$ cat src/rtl/reg_rename_file_pkg.sv
// Shared constants and types for the rename register file.
// Optional commit forwarding is enabled by defining REG_COMMIT_BYPASS_EN.
package reg_rename_file_pkg;
  localparam int RRF_REG_NUM = 32;
  localparam int RRF_ROB_W   = 4;
  localparam int RRF_REG_W   = 5;
  localparam int RRF_DATA_W  = 32;

  typedef logic [RRF_REG_W-1:0]  reg_id_t;
  typedef logic [RRF_DATA_W-1:0] data_t;

  function automatic logic is_x0(input reg_id_t r);
    return (r == '0);
  endfunction
endpackage

$ cat src/rtl/reg_rename_file_if.sv
// Issue / ROB facing bus of the rename register file.
// master = Issue+ROB side, slave = register file.
interface reg_rename_file_if
  import reg_rename_file_pkg::*;
#(
  parameter int ROB_W = RRF_ROB_W
);
  logic             IS_sgn;
  logic             IS_rd_en;
  reg_id_t          IS_rs1;
  reg_id_t          IS_rs2;
  reg_id_t          IS_rd;
  logic [ROB_W-1:0] IS_ROB_name;
  logic             IS_rdy1;
  data_t            IS_val1;
  logic [ROB_W-1:0] IS_tag1;
  logic             IS_rdy2;
  data_t            IS_val2;
  logic [ROB_W-1:0] IS_tag2;

  logic [ROB_W-1:0] ROB_ord1;
  logic [ROB_W-1:0] ROB_ord2;
  logic             ROB_rdy1;
  data_t            ROB_val1;
  logic             ROB_rdy2;
  data_t            ROB_val2;

  logic             ROB_commit_sgn;
  reg_id_t          ROB_commit_dest;
  data_t            ROB_commit_value;
  logic [ROB_W-1:0] ROB_commit_name;
  logic             jp_wrong;

  modport master (
    output IS_sgn, IS_rd_en, IS_rs1, IS_rs2, IS_rd, IS_ROB_name,
    input  IS_rdy1, IS_val1, IS_tag1, IS_rdy2, IS_val2, IS_tag2,
    input  ROB_ord1, ROB_ord2,
    output ROB_rdy1, ROB_val1, ROB_rdy2, ROB_val2,
    output ROB_commit_sgn, ROB_commit_dest, ROB_commit_value, ROB_commit_name,
    output jp_wrong
  );

  modport slave (
    input  IS_sgn, IS_rd_en, IS_rs1, IS_rs2, IS_rd, IS_ROB_name,
    output IS_rdy1, IS_val1, IS_tag1, IS_rdy2, IS_val2, IS_tag2,
    output ROB_ord1, ROB_ord2,
    input  ROB_rdy1, ROB_val1, ROB_rdy2, ROB_val2,
    input  ROB_commit_sgn, ROB_commit_dest, ROB_commit_value, ROB_commit_name,
    input  jp_wrong
  );
endinterface

$ cat src/rtl/reg_rename_file_resolve.sv
// reg_operand_resolve: priority resolution of one source operand into
// a ready value or the producer ROB tag.
module reg_operand_resolve
  import reg_rename_file_pkg::*;
#(
  parameter int ROB_W = RRF_ROB_W
) (
  input  reg_id_t          rs,
  input  logic             busy,
  input  data_t            reg_val,
  input  logic [ROB_W-1:0] reg_tag,
  input  logic             rob_rdy,
  input  data_t            rob_val,
  input  logic             byp_hit,
  input  data_t            byp_val,
  output logic             rdy,
  output data_t            val,
  output logic [ROB_W-1:0] tag
);
  assign tag = reg_tag;

  always_comb begin
    rdy = 1'b0;
    val = '0;
    if (is_x0(rs)) begin
      rdy = 1'b1;
    end else if (!busy) begin
      rdy = 1'b1;
      val = reg_val;
    end else if (rob_rdy) begin
      rdy = 1'b1;
      val = rob_val;
    end else if (byp_hit) begin
      rdy = 1'b1;
      val = byp_val;
    end
  end
endmodule

$ cat src/rtl/reg_rename_file.sv
// Architectural register file with busy/tag rename state, ROB commit and flush.
// Define REG_COMMIT_BYPASS_EN to forward a same-cycle commit to issuing sources.
module reg_rename_file
  import reg_rename_file_pkg::*;
#(
  parameter int REG_NUM = RRF_REG_NUM,
  parameter int ROB_W   = RRF_ROB_W
) (
  input logic                clk,
  input logic                rst,
  input logic                rdy,
  reg_rename_file_if.slave   bus
);
  data_t              regs [REG_NUM];
  logic [ROB_W-1:0]   tag  [REG_NUM];
  logic [REG_NUM-1:0] busy;

  logic  commit_wr;
  logic  rename_wr;
  logic  byp_hit1;
  logic  byp_hit2;

  assign commit_wr = bus.ROB_commit_sgn && !is_x0(bus.ROB_commit_dest);
  assign rename_wr = bus.IS_sgn && bus.IS_rd_en && !is_x0(bus.IS_rd) && !bus.jp_wrong;

`ifdef REG_COMMIT_BYPASS_EN
  assign byp_hit1 = bus.ROB_commit_sgn && (bus.ROB_commit_dest == bus.IS_rs1) &&
                    (tag[bus.IS_rs1] == bus.ROB_commit_name);
  assign byp_hit2 = bus.ROB_commit_sgn && (bus.ROB_commit_dest == bus.IS_rs2) &&
                    (tag[bus.IS_rs2] == bus.ROB_commit_name);
`else
  assign byp_hit1 = 1'b0;
  assign byp_hit2 = 1'b0;
`endif

  assign bus.ROB_ord1 = tag[bus.IS_rs1];
  assign bus.ROB_ord2 = tag[bus.IS_rs2];

  reg_operand_resolve #(.ROB_W(ROB_W)) u_res1 (
    .rs      (bus.IS_rs1),
    .busy    (busy[bus.IS_rs1]),
    .reg_val (regs[bus.IS_rs1]),
    .reg_tag (tag[bus.IS_rs1]),
    .rob_rdy (bus.ROB_rdy1),
    .rob_val (bus.ROB_val1),
    .byp_hit (byp_hit1),
    .byp_val (bus.ROB_commit_value),
    .rdy     (bus.IS_rdy1),
    .val     (bus.IS_val1),
    .tag     (bus.IS_tag1)
  );

  reg_operand_resolve #(.ROB_W(ROB_W)) u_res2 (
    .rs      (bus.IS_rs2),
    .busy    (busy[bus.IS_rs2]),
    .reg_val (regs[bus.IS_rs2]),
    .reg_tag (tag[bus.IS_rs2]),
    .rob_rdy (bus.ROB_rdy2),
    .rob_val (bus.ROB_val2),
    .byp_hit (byp_hit2),
    .byp_val (bus.ROB_commit_value),
    .rdy     (bus.IS_rdy2),
    .val     (bus.IS_val2),
    .tag     (bus.IS_tag2)
  );

  // Later assignments win: a same-cycle rename overrides the commit's busy
  // clear, and a flush overrides both.
  always_ff @(posedge clk) begin
    if (rst) begin
      busy <= '0;
      for (int i = 0; i < REG_NUM; i++) begin
        regs[i] <= '0;
        tag[i]  <= '0;
      end
    end else if (rdy) begin
      if (commit_wr) begin
        regs[bus.ROB_commit_dest] <= bus.ROB_commit_value;
        if (tag[bus.ROB_commit_dest] == bus.ROB_commit_name)
          busy[bus.ROB_commit_dest] <= 1'b0;
      end
      if (bus.jp_wrong) begin
        busy <= '0;
      end else if (rename_wr) begin
        busy[bus.IS_rd] <= 1'b1;
        tag[bus.IS_rd]  <= bus.IS_ROB_name;
      end
    end
  end
endmodule

$ cat src/flat_wrapper.sv
// flat-port wrapper written by rule: the top's interface ports become plain ports
module reg_rename_file_flat import reg_rename_file_pkg::*;
#(
  parameter int REG_NUM = RRF_REG_NUM,
  parameter int ROB_W   = RRF_ROB_W
)
  (clk, rst, rdy, bus_IS_sgn, bus_IS_rd_en, bus_IS_rs1, bus_IS_rs2, bus_IS_rd, bus_IS_ROB_name, bus_IS_rdy1, bus_IS_val1, bus_IS_tag1, bus_IS_rdy2, bus_IS_val2, bus_IS_tag2, bus_ROB_ord1, bus_ROB_ord2, bus_ROB_rdy1, bus_ROB_val1, bus_ROB_rdy2, bus_ROB_val2, bus_ROB_commit_sgn, bus_ROB_commit_dest, bus_ROB_commit_value, bus_ROB_commit_name, bus_jp_wrong);
  reg_rename_file_if #(.ROB_W(ROB_W)) bus_i ();
  input logic clk;
  input logic rst;
  input logic rdy;
  input wire logic [$bits(bus_i.IS_sgn)-1:0] bus_IS_sgn;
  input wire logic [$bits(bus_i.IS_rd_en)-1:0] bus_IS_rd_en;
  input wire logic [$bits(bus_i.IS_rs1)-1:0] bus_IS_rs1;
  input wire logic [$bits(bus_i.IS_rs2)-1:0] bus_IS_rs2;
  input wire logic [$bits(bus_i.IS_rd)-1:0] bus_IS_rd;
  input wire logic [$bits(bus_i.IS_ROB_name)-1:0] bus_IS_ROB_name;
  output wire logic [$bits(bus_i.IS_rdy1)-1:0] bus_IS_rdy1;
  output wire logic [$bits(bus_i.IS_val1)-1:0] bus_IS_val1;
  output wire logic [$bits(bus_i.IS_tag1)-1:0] bus_IS_tag1;
  output wire logic [$bits(bus_i.IS_rdy2)-1:0] bus_IS_rdy2;
  output wire logic [$bits(bus_i.IS_val2)-1:0] bus_IS_val2;
  output wire logic [$bits(bus_i.IS_tag2)-1:0] bus_IS_tag2;
  output wire logic [$bits(bus_i.ROB_ord1)-1:0] bus_ROB_ord1;
  output wire logic [$bits(bus_i.ROB_ord2)-1:0] bus_ROB_ord2;
  input wire logic [$bits(bus_i.ROB_rdy1)-1:0] bus_ROB_rdy1;
  input wire logic [$bits(bus_i.ROB_val1)-1:0] bus_ROB_val1;
  input wire logic [$bits(bus_i.ROB_rdy2)-1:0] bus_ROB_rdy2;
  input wire logic [$bits(bus_i.ROB_val2)-1:0] bus_ROB_val2;
  input wire logic [$bits(bus_i.ROB_commit_sgn)-1:0] bus_ROB_commit_sgn;
  input wire logic [$bits(bus_i.ROB_commit_dest)-1:0] bus_ROB_commit_dest;
  input wire logic [$bits(bus_i.ROB_commit_value)-1:0] bus_ROB_commit_value;
  input wire logic [$bits(bus_i.ROB_commit_name)-1:0] bus_ROB_commit_name;
  input wire logic [$bits(bus_i.jp_wrong)-1:0] bus_jp_wrong;
  assign bus_i.IS_sgn = bus_IS_sgn;
  assign bus_i.IS_rd_en = bus_IS_rd_en;
  assign bus_i.IS_rs1 = bus_IS_rs1;
  assign bus_i.IS_rs2 = bus_IS_rs2;
  assign bus_i.IS_rd = bus_IS_rd;
  assign bus_i.IS_ROB_name = bus_IS_ROB_name;
  assign bus_IS_rdy1 = bus_i.IS_rdy1;
  assign bus_IS_val1 = bus_i.IS_val1;
  assign bus_IS_tag1 = bus_i.IS_tag1;
  assign bus_IS_rdy2 = bus_i.IS_rdy2;
  assign bus_IS_val2 = bus_i.IS_val2;
  assign bus_IS_tag2 = bus_i.IS_tag2;
  assign bus_ROB_ord1 = bus_i.ROB_ord1;
  assign bus_ROB_ord2 = bus_i.ROB_ord2;
  assign bus_i.ROB_rdy1 = bus_ROB_rdy1;
  assign bus_i.ROB_val1 = bus_ROB_val1;
  assign bus_i.ROB_rdy2 = bus_ROB_rdy2;
  assign bus_i.ROB_val2 = bus_ROB_val2;
  assign bus_i.ROB_commit_sgn = bus_ROB_commit_sgn;
  assign bus_i.ROB_commit_dest = bus_ROB_commit_dest;
  assign bus_i.ROB_commit_value = bus_ROB_commit_value;
  assign bus_i.ROB_commit_name = bus_ROB_commit_name;
  assign bus_i.jp_wrong = bus_jp_wrong;
  reg_rename_file #(.REG_NUM(REG_NUM), .ROB_W(ROB_W)) u_core (.clk(clk), .rst(rst), .rdy(rdy), .bus(bus_i));
endmodule
$ cat config.mk
export PLATFORM = sky130hd
export DESIGN_NAME = reg_rename_file_flat
export DESIGN_NICKNAME = d
export VERILOG_FILES = /design/src/rtl/reg_rename_file_pkg.sv /design/src/rtl/reg_rename_file_if.sv /design/src/rtl/reg_rename_file_resolve.sv /design/src/rtl/reg_rename_file.sv /design/src/flat_wrapper.sv
export SDC_FILE = /design/constraint.sdc
export NUM_CORES = 2
export LEC_CHECK = 0
export CAP_MARGIN = 20
export CORE_MARGIN = 2
export CORE_UTILIZATION = 36
export CTS_CLUSTER_DIAMETER = 120
export DETAILED_ROUTE_END_ITERATION = 10
export PLACE_DENSITY_LB_ADDON = 0.15
export SLEW_MARGIN = 10
export SYNTH_ARGS = -nofsm -noshare
export SYNTH_HDL_FRONTEND = slang
export SYNTH_SLANG_ARGS = --single-unit
export TNS_END_PERCENT = 1
$ cat constraint.sdc
create_clock -name clk -period 3.1 [get_ports clk]
set_input_delay 0.465 -clock clk [delete_from_list [all_inputs] [get_ports clk]]
set_output_delay 0.465 -clock clk [all_outputs]
set_load 0.05 [all_outputs]
==> impl_metrics.json <==
{
  "synth_edf_count": 1152,
  "preCtsSetupSlack_ps": -552.2,
  "grt_max_degree": 102,
  "insertion_delay_ps": 790,
  "cp.arrival_ps": 3250,
  "path_buf_inv": 3,
  "r2r_cells": 10,
  "rows": 156,
  "setup_viol": 82,
  "r2r_start": "u_core.tag[13][3]$_SDFFCE_PN0P_",
  "cts_root_buf": "clkbuf_16",
  "yosys_most_used_dff": "edfxtp_1",
  "ys_ff_latch": 1184,
  "gr-total-overflow": 0,
  "fin_nets": 4702,
  "numClockSinks": 1184,
  "crit_start": "u_core.busy[11]$_SDFFE_PP0P_",
  "drtIter0Drc": 4710,
  "r2r_setup_slack_ps": 370,
  "path_max_fanout": 6,
  "cts_tree": "done",
  "cp_top_family": "multiplexers",
  "whs_path_depth": 4,
  "fin_area_mm2": 0.08056,
  "dpl_cell_area_mm2": 0.07520,
  "ys_warn_count": 0,
  "wl_mm": 249.1,
  "die_w_um": 430.0,
  "ctsLongestPathBuffers": 3,
  "routabilityCongestion": 0.8735,
  "total_power_mw": 43.89,
  "multi_input_area_mm2": 0.02935,
  "final_core_util_pct": 44.62,
  "start_util_pct": 36.18,
  "drc": 0,
  "final.setup_skew_ps": 18.64,
  "crit_path_max_incr_delay_ps": 570,
  "path_clk_slew_ps": 60,
  "layout-drive-gt1-share_pct": 37.43,
  "io_buffers": 214,
  "hold_violations": 0,
  "grt_pass1_wl_mm": 343.1,
  "slew_headroom_pct": 22.58,
  "filler_cell_count": 15710,
  "fin_ws_ps": -615.6,
  "grt_pass1_vias": 42030,
  "drtAntennaViolNets": 0,
  "ios": 215,
  "rsz0062_at_grt": "true",
  "gr-usage-all-layers_pct": 26.70,
  "yosysUniqueCellTypes": 37,
  "worst_path_max_delay_cell": "mux4_2",
  "fp.dieH_um": 430.0,
  "via_per_inst": 5.876,
  "power_leakage_nw": 27.76,
  "seq_area_mm2": 0.03524,
  "cts_buffers": 143,
  "syn_area_per_cell_um2": 15.64,
  "synthArstFlopShare_pct": 0,
  "fmax_mhz": 269.1,
  "first_pass_iters": 5,
  "area_delta_synth_final_pct": 23.33,
  "drv_slew": 0,
  "failed_checks": "negative setup slack",
  "synth_area_mm2": 0.06532,
  "cap_violations": 0,
  "crit_type": "reg -> out",
  "tightest_slew_ps": 1158,
  "synth_seq_area_share_pct": 53.94,
  "finalCriticalPeriod_ps": 3716,
  "htreeDepth": 4,
  "start_kind": "register",
  "core_area_mm2": 0.1805,
  "num_vias": 41460,
  "crit_chain": "mux4_2 -> mux4_2 -> mux2i_4 -> buf_12 -> clkbuf_16 -> nand3b_1 -> a21oi_4 -> buf_12",
  "min_to": "u_core.busy[30]$_SDFFE_PP0P_",
  "period_share_pct": 119.9,
  "antenna_found_initial": 22,
  "wl_per_cell_um": 35.30,
  "cp.required_ps": 2630,
  "dieArea_mm2": 0.1849,
  "pwr_density_cell_mw_per_mm2": 544.8,
  "worstSetupEndpointType": "output port",
  "hold_start": "rst",
  "hpwl_mm": 162.4,
  "hp-class": "in -> reg",
  "syn_inst": 4176,
  "ir_drop_uv": 497.3,
  "worst_r2r_endpoint": "u_core.busy[2]$_SDFFE_PP0P_",
  "outcome": "finished, violations left"
}
[sequential cells by signal, summed over array words and instances (netlist names)]
register,flops
u_core.busy,32
u_core.regs,1024
u_core.tag,128
[area by class of cell]
class                   instances  share of cell area [%]
well taps                    2370                   3.681
flip-flops and latches       1184                   43.74
clock buffers                 172                   4.709
clock inverters                85                   1.345
diodes                          4                 0.01242
repair buffers                661                   10.08
multi-input cells            2579                   36.43
[Yosys cell counts, types with 7 or more instances]
cell / number / share of area [%]
nand2_1: 118 / 0.68
nor4_1: 15 / 0.14
a21oi_1: 65 / 0.50
buf_1: 22 / 0.13
dfxtp_1: 32 / 0.98
or2_2: 63 / 0.60
buf_4: 23 / 0.26
buf_2: 64 / 0.49
buf_6: 12 / 0.21
and2_1: 1117 / 11
mux2_2: 72 / 1.2
nor2_1: 68 / 0.39
o22ai_1: 57 / 0.55
nand3_1: 12 / 0.092
nor3_1: 22 / 0.17
nor2b_1: 9 / 0.086
nand3b_1: 68 / 0.78
nand4_1: 7 / 0.067
clkbuf_1: 327 / 1.9
nand4b_1: 7 / 0.094
edfxtp_1: 1152 / 53
mux2i_1: 66 / 1.0
mux4_2: 740 / 26
[layer usage]
metal | GRT usage, % | vias up | part of all wire, %
li1 | - | 17020 | -
met1 | 35.51 | 22330 | 40
met2 | 44.59 | 1683 | 49
met3 | 4.099 | 414 | 6.6
met4 | 9.288 | 4 | 4.0
met5 | 0 | - | 0.0088
[worst register-to-register path: stages, from the launching register on]
cell	delay [ps]
edfxtp_1	440
mux2i_1	210
buf_4	140
o22ai_1	90
nor4_1	360
nand2_1	130
xnor2_1	170
nand4_1	240
buf_4	320
o311ai_0	360
o211ai_1	160
[repair_timing]
action	in CTS	in global routing
buffers inserted	1	3
pin swaps	2	9
hold buffers	0	0
setup endpoints to repair	82	82
resized for setup	70	15
cloned	2	3
[placed cells by master (no fill, tap or decap), types with 22 or more instances in the layout]
cell / netlist / routed
nand2_1: 118 / 105
nand3b_1: 68 / 68
nor2_1: 68 / 35
o22ai_1: 57 / 57
clkinv_1: 0 / 25
nor3_1: 22 / 22
mux2i_1: 66 / 64
clkbuf_1: 327 / 24
nor2_4: 0 / 33
buf_12: 0 / 198
a21oi_4: 0 / 60
dfxtp_1: 32 / 26
or2_2: 63 / 52
conb_1: 1 / 36
bufinv_16: 0 / 25
buf_4: 23 / 268
mux4_2: 740 / 740
clkbuf_16: 0 / 149
clkdlybuf4s50_1: 0 / 118
mux2_2: 72 / 64
edfxtp_1: 1152 / 1152
clkinv_2: 0 / 23
and2_1: 1117 / 1117
buf_6: 12 / 61
[cell families (layout without fill, tap and decap cells)]
kind of cell / after synthesis / count (layout) / share of synthesized area [%]
other: 1 / 40 / 0.005741
multiplexers: 878 / 878 / 27.77
buffers and inverters: 448 / 918 / 2.967
AO/OA/AOI/OAI: 132 / 132 / 1.167
XOR/XNOR: 4 / 4 / 0.05363
AND/OR/NAND/NOR: 1529 / 1529 / 14.10
flip-flops: 1184 / 1184 / 53.94
[power by group]
part	total (mW)	switching [mW]	internal, mW
logic	7.23	3.87	3.35
registers	18.8	0.453	18.4
clock network	17.8	7.05	10.8
total	43.9	11.4	32.5
[worst max-delay path by stage]
| stage | end | cells past startpoint |
|---|---|---|
| final | bus_IS_val1[9] | 8 |
| after global routing | bus_IS_val1[9] | 8 |
| after CTS | bus_IS_val2[20] | 9 |
| after detailed placement | bus_IS_val2[4] | 9 |
| after global placement | u_core.busy[26]$_SDFFE_PP0P_ | 12 |
| after floorplan | bus_ROB_ord2[0] | 9 |
[through the flow]
stage               setup TNS, ps  std cells  hold slack (ps)
floorplan                  -142.4       4211            438.5
global placement           -39900       6783            453.8
detailed placement         -35280       6783            463.4
CTS                        -41410       7043            118.8
global route               -42850       7051            174.3
finish                     -38640       7055            187.5
Power figures use the tool's default switching activity.
